<file path="src/rtl/clk_period_meter.sv">
// Measures the period and high time of a slow clock (clk_in) in sys_clk cycles,
// and flags clk_stuck when no rising edge has been seen for TIMEOUT cycles.
module clk_period_meter #(
  parameter int          CNT_W   = 16,
  parameter int unsigned TIMEOUT = 50000
) (
  input  logic             sys_clk,
  input  logic             sys_rst_n,
  input  logic             clk_in,
  output logic [CNT_W-1:0] period,
  output logic [CNT_W-1:0] high_time,
  output logic             meas_valid,
  output logic             clk_stuck
);

  typedef enum logic {
    IDLE,
    MEASURE
  } state_t;

  localparam logic [CNT_W-1:0] CNT_MAX = '1;
  localparam logic [CNT_W-1:0] TO      = CNT_W'(TIMEOUT);
  localparam logic [CNT_W-1:0] TO_M1   = CNT_W'(TIMEOUT - 1);
  localparam logic [CNT_W-1:0] ONE     = CNT_W'(1);

  state_t           state;
  logic             s1, s2, s3;
  logic [CNT_W-1:0] per_cnt;
  logic [CNT_W-1:0] hi_cnt;
  logic             rise;
  logic             timeout_hit;

  // s1/s2 form the synchroniser; s3 only delays s2 for edge detection.
  assign rise        = s2 & ~s3;
  assign timeout_hit = (per_cnt == TO_M1);

  always_ff @(posedge sys_clk or negedge sys_rst_n) begin
    if (!sys_rst_n) begin
      s1         <= 1'b0;
      s2         <= 1'b0;
      s3         <= 1'b0;
      state      <= IDLE;
      per_cnt    <= '0;
      hi_cnt     <= '0;
      period     <= '0;
      high_time  <= '0;
      meas_valid <= 1'b0;
      clk_stuck  <= 1'b0;
    end else begin
      s1         <= clk_in;
      s2         <= s1;
      s3         <= s2;
      meas_valid <= 1'b0;
      case (state)
        IDLE: begin
          if (rise) begin
            // First edge only establishes the reference point.
            state     <= MEASURE;
            per_cnt   <= ONE;
            hi_cnt    <= ONE;
            clk_stuck <= 1'b0;
          end else begin
            if (per_cnt < TO) per_cnt <= per_cnt + ONE;
            if (timeout_hit) clk_stuck <= 1'b1;
          end
        end
        MEASURE: begin
          if (rise) begin
            period     <= per_cnt;
            high_time  <= hi_cnt;
            meas_valid <= 1'b1;
            per_cnt    <= ONE;
            hi_cnt     <= ONE;
          end else if (timeout_hit) begin
            // Abandon the measurement; the outputs keep the last good result.
            state     <= IDLE;
            clk_stuck <= 1'b1;
            per_cnt   <= TO;
          end else begin
            if (per_cnt != CNT_MAX) per_cnt <= per_cnt + ONE;
            if (s2 && (hi_cnt != CNT_MAX)) hi_cnt <= hi_cnt + ONE;
          end
        end
        default: state <= IDLE;
      endcase
    end
  end

endmodule

</file>
<file path="config.mk">
export PLATFORM = sky130hd
export DESIGN_NAME = clk_period_meter
export DESIGN_NICKNAME = d
export VERILOG_FILES = /design/src/rtl/clk_period_meter.sv
export SDC_FILE = /design/constraint.sdc
export NUM_CORES = 1
export LEC_CHECK = 0
export CORE_UTILIZATION = 25
export CTS_BUF_LIST = sky130_fd_sc_hd__clkbuf_4 sky130_fd_sc_hd__clkbuf_8 sky130_fd_sc_hd__clkbuf_16
export CTS_CLUSTER_SIZE = 16
export DETAILED_ROUTE_END_ITERATION = 12
export PLACE_DENSITY_LB_ADDON = 0.12
export SLEW_MARGIN = 25
export SYNTH_ARGS = -nofsm -noshare
export SYNTH_HDL_FRONTEND = slang
export SYNTH_SLANG_ARGS = --single-unit
</file>
<file path="constraint.sdc">
create_clock -name sys_clk -period 2.1 [get_ports sys_clk]
set_clock_uncertainty 0.1 [all_clocks]
set_input_delay 0.42 -clock sys_clk [delete_from_list [all_inputs] [get_ports sys_clk]]
set_output_delay 0.42 -clock sys_clk [all_outputs]
set_load 0.05 [all_outputs]
</file>
### Word level (Yosys, flattened, before mapping)

Index checks and enable logic that the tools add are counted.

* equal/unequal tests: 9
* add/subtract/negate cells: 2
* mux-type cells: 20
* reductions and logical operators: 4
* bitwise logic cells: 3
* $lt $le $gt $ge: 1

Operators by type and width (count)
* $mux 16: 9
* $pmux 16 s2: 2
* $add 16x1->16 const B: 2
* $ne 16x16->1 const B: 2
* $eq 16x16->1 const B: 1
* $lt 16x16->1 const B: 1
* $mux 1: 7
* $ne 3x3->1 const B: 2
* $ne 2x2->1 const B: 2
* $ne 4x1->1 const B: 1
* $pmux 1 s2: 2
* $reduce_and 2->1: 2
* $ne 3x1->1 const B: 1
* $reduce_and 3->1: 1
* $not 1->1: 2
* $and 1x1->1: 1
* $logic_and 1x1->1: 1

* flip-flop bits (word level): 70
* logic and storage cells: 49

### Depth between registers and ports, before layout

* word-level depth: 6
* depth in mapped cells: 7

### Least setup slack after synthesis

OpenSTA, ideal clock, no wires.

* path type: reg2reg
* start point: reg per_cnt[11]
* end point: reg hi_cnt[11]
* period minus slack after synthesis: 2.219 ns
* setup slack: -0.119 ns
* cell stages (with the launch flop): 6
* data arrival time: 1.999 ns
* path buffers: 0
* path through: dfrtp_1 -> or4_4 -> o41ai_4 -> nor3_2 -> o21a_1 -> o211a_1

* word-level cells in the longest chain between the ends: 3

RTL lines
* start, declared: line 28 `logic [CNT_W-1:0] per_cnt;`
* start signal, assigned: line 63 `if (per_cnt < TO) per_cnt <= per_cnt + ONE;`
* start signal, assigned: line 80 `if (per_cnt != CNT_MAX) per_cnt <= per_cnt + ONE;`
* $eq 16x16->1: line 35 `assign timeout_hit = (per_cnt == TO_M1);`
* $ne 3x3->1 (no line)
* $reduce_and 3->1 (no line)
* end signal, assigned: line 81 `if (s2 && (hi_cnt != CNT_MAX)) hi_cnt <= hi_cnt + ONE;`
* end, declared: line 29 `logic [CNT_W-1:0] hi_cnt;`

No other way between the ends.
A chain may end at the register's enable or synchronous reset.

### Worst setup path in the final report

* start point: reg per_cnt[11]
* end point: reg per_cnt[10]

* word-level cells in the longest chain between the ends: 4

RTL lines
* branches (longest 4 deep; another with $lt 16x16->1)

Several ways; the timed one is not identified.

==> summary by stage <==
Global route
The first global-routing pass estimated approximately 13 mm of wire. The overall global routing resource usage is 0.1321. The remaining global-route overflow is 0. The initial antenna violation count came to 0. For this run, global-route usage on met3 was measured as 0.03581.

The number of global-route vias before repair is about 2500. The pin count of the biggest net entering global routing is a little over 70. In the global route stage, met1 resource usage came out at 0.1903. For this run, global-route usage on met2 was measured as 0.1850.

After global routing, the most crowded layer is met1.

Clocking
Clock tree synthesis found a total of 70 sinks. The clock passes through at most 2 buffers. The CTS root buffer is clkbuf_16.

Buffers inserted to repair hold after CTS numbered 0. The clock input transition at the sequential cells of the worst setup and hold paths is 0.06 ns. The TritonCTS buffer count is 9. TritonCTS built the clock tree. In this run the number of H-tree levels came out at 3. The source-to-sink clock delay at the later pin of the worst-skew pair is between 0.3 and 0.4 ns.

Cells and area
The most common library cell in the layout ignoring fill and taps is dfrtp_1. Fill cells in the final layout number 1302. The proportion of layout cells with a drive suffix above 1 is 0.2812.

The final core utilization is 0.3628. The number of antenna cells inserted is 0. The area growth from synthesis to layout is 40.93%.

The area of all placed cells without fillers is 0.004597 mm². For this run, the post-layout net count is 378. The library cells used most frequently in the layout, excluding fill and tap cells, are 70 x dfrtp_1, 42 x buf_4, 28 x clkdlybuf4s50_1, 24 x nand2_1, 21 x nor2_1.

Detailed routing
The mean number of vias per cell is between 4 and 5. After the first detailed-routing iteration, the DRC count stood at 125. The DRC violation count after routing is 0. The first detailed-routing pass ran for 4 iterations.

After detailed routing, the average wire length per cell comes to approximately 15 µm. The total length of routed wires is approximately 8.1 mm. Once detail routing completed, the nets flagged for antenna violations numbered 0. The total via count in the routed design is around 2500.

Timing
The final cycle utilization of the critical path is 1.018. The transition time at the pin with the least slew margin is between 0.5 and 0.6 ns. The time the final worst path needs with I/O delays and setup is 2.138 ns. Based on the critical path, the design can be clocked at up to ~0.47 GHz. After layout, the worst setup slack is -0.03835 ns.

The final count of negative-setup-slack endpoints is 2. The total count of max-transition violations in the final report came to 0. Setup repair after global routing could not meet its margin everywhere.

The worst slew margin relative to its limit is 0.6653. The accumulated negative setup slack is -0.07013 ns. The final number of hold-violating endpoints is 0.

Die
The number of core rows is slightly above 40. The count of boundary I/O pins is 37. The die is between 100 and 150 µm wide. The total area inside the core boundary comes to roughly 0.013 mm². The initial utilization of the core area, before any placement, comes to 0.2574.

The die covers 0.01351 mm². Measured along the y axis, the die boundary spans ~120 µm.

Run status
The flow ran to the end, but the final reports show violations. The checks that failed: setup timing.

Min path
The path class of the tightest hold or removal check is primary input to asynchronous set/reset pin.

Setup path
The maximum fanout along the worst path is 3. The critical path is of the flop to flop type. The worst path arrival time is roughly 2.3 ns. The required time of the worst setup path is between 2 and 2.5 ns. STA classifies the critical path endpoint as a flop. STA classifies the critical path startpoint as a flop.

Placed design
In this run the cell area measured after placement is just over 0.004 mm². The weighted congestion at the end of routability-driven global placement is roughly 0.74. Port buffering added 36 buffers.

The half-perimeter wire length of the detailed placement result is about 5.2 mm.

Power
The static leakage power is just over 2 nW. Dividing total power by cell area gives a power density of 822.3 mW/mm². The design draws between 3 and 4 mW. Across the VDD grid, the largest voltage drop is approximately 0.37 mV.

Yosys
The number of standard cells after synthesis is 293. The synthesized area per cell is about 11 µm². The most used flip-flop cell after synthesis is dfrtp_1.

Summing every instance area after synthesis gives 0.003262 mm². The count of synthesis-stage warnings from yosys is 0. Of the synthesized area, sequential elements account for 0.5370. The share of synthesized cell area in full adder, half adder and majority cells is 0.007672. The number of synthesized flops with an enable pin is 0. The async set or reset register ratio after synthesis is 1.000. The number of distinct library cells after synthesis is 45. After synthesis, the largest family of logic cells by area is simple AND/OR/NAND/NOR gates. The portion of synthesized area spent on multiplexers is 0.1247. The area fraction in and, or, nand and nor cells after synthesis is 0.1757. The number of nets in the synthesized netlist is just under 300.

Of the total synthesized cell area, the portion taken by XOR and XNOR cells is 0.04296. The complex-gate fraction of the synthesized area is 0.08784. After synthesis the netlist holds a flip-flop and latch count of 70.

Flow run
Across the run, the number of max-cap violations was 0.
state kept, by name, indices dropped and copies added (netlist names):
signal and count:
hi_cnt 16, s2 1, state 1, clk_stuck 1
per_cnt 16, high_time 16, meas_valid 1, s1 1
s3 1, period 16
report_power, final:
group,internal [mW],switching (mW),total (mW)
clock network,0.896,0.564,1.46
registers,1.47,0.0994,1.57
logic,0.299,0.450,0.749
critical path, stage by stage (launching register included):
cell	delay (ns)
dfrtp_1	0.37
or4_4	0.59
o2111ai_4	0.23
o31ai_4	0.13
a2111oi_4	0.31
buf_4	0.16
mux2i_1	0.16
stage by stage:
step | hold WS, ns | setup WS, ns | cells
after CTS | 0.02793 | -0.1092 | 545
after floorplan | 0.02441 | -0.1193 | 293
after detailed placement | 0.2371 | -0.1166 | 528
after global placement | 0.2380 | -0.1651 | 528
after global routing | 0.04861 | -0.1612 | 549
final | 0.01279 | -0.03835 | 549
what timing repair did:
action / in CTS / in global routing
pin swaps: 3 / 19
cloned: 1 / 1
buffers inserted: 1 / 3
resized for setup: 8 / 26
setup endpoints to repair: 22 / 30
path summary, 6_finish.rpt:
| kind | start | cells past startpoint | slack (ns) | endpoint |
|---|---|---|---|---|
| min in group sys_clk | s1$_DFF_PN0_ | 0 | 0.25 | s2$_DFF_PN0_ |
| worst max-delay path | per_cnt[11]$_DFFE_PN0P_ | 6 | -0.04 | per_cnt[10]$_DFFE_PN0P_ |
| worst min-delay path | sys_rst_n | 2 | 0.01 | high_time[4]$_DFFE_PN0P_ |
| max in group asynchronous | sys_rst_n | 2 | 1.60 | period[1]$_DFFE_PN0P_ |
| worst max register to register | per_cnt[11]$_DFFE_PN0P_ | 6 | -0.04 | per_cnt[10]$_DFFE_PN0P_ |
| worst min register to register | s1$_DFF_PN0_ | 0 | 0.25 | s2$_DFF_PN0_ |
kinds of logic after synthesis:
group | after synthesis
simple gates | 109
flops | 70
compound gates | 41
mux | 37
buf+inv | 18
xor+xnor | 16
fa+ha+maj | 2
cells in the mapped netlist, types with 3 or more instances:
| cell type | instances | area share |
|---|---|---|
| dfrtp_1 | 70 | 0.54 |
| nand2_1 | 24 | 0.028 |
| nor2_1 | 22 | 0.025 |
| mux2_2 | 15 | 0.052 |
| xnor2_1 | 15 | 0.040 |
| mux2_1 | 14 | 0.048 |
| nand3_1 | 14 | 0.021 |
| a21oi_1 | 12 | 0.018 |
| nand4_1 | 11 | 0.021 |
| clkbuf_1 | 9 | 0.010 |
| nand2b_1 | 9 | 0.017 |
| mux2i_1 | 8 | 0.025 |
| nor3_1 | 7 | 0.011 |
| nor4_1 | 6 | 0.012 |
| inv_1 | 5 | 0.0058 |
| o21ai_1 | 5 | 0.0077 |
| and3_1 | 3 | 0.0058 |
| and4_1 | 3 | 0.0081 |
| buf_2 | 3 | 0.0046 |
| o21ai_0 | 3 | 0.0046 |
area by class of cell:
class | count | area [µm²] | share of cell area
flip-flops and latches | 70 | 1752 | 0.3811
inverters | 5 | 18.77 | 0.004083
clock inverters | 1 | 5.005 | 0.001089
well taps | 172 | 215.2 | 0.04682
repair buffers | 82 | 748.2 | 0.1628
clock buffers | 14 | 275.3 | 0.05988
multi-input cells | 205 | 1583 | 0.3443
per-layer routing:
metal	vias up	wire length, µm
li1	1219	-
met5	-	0
met3	11	279
met4	0	147
met1	1249	4309
met2	44	3367
Power figures use the tool's default switching activity.
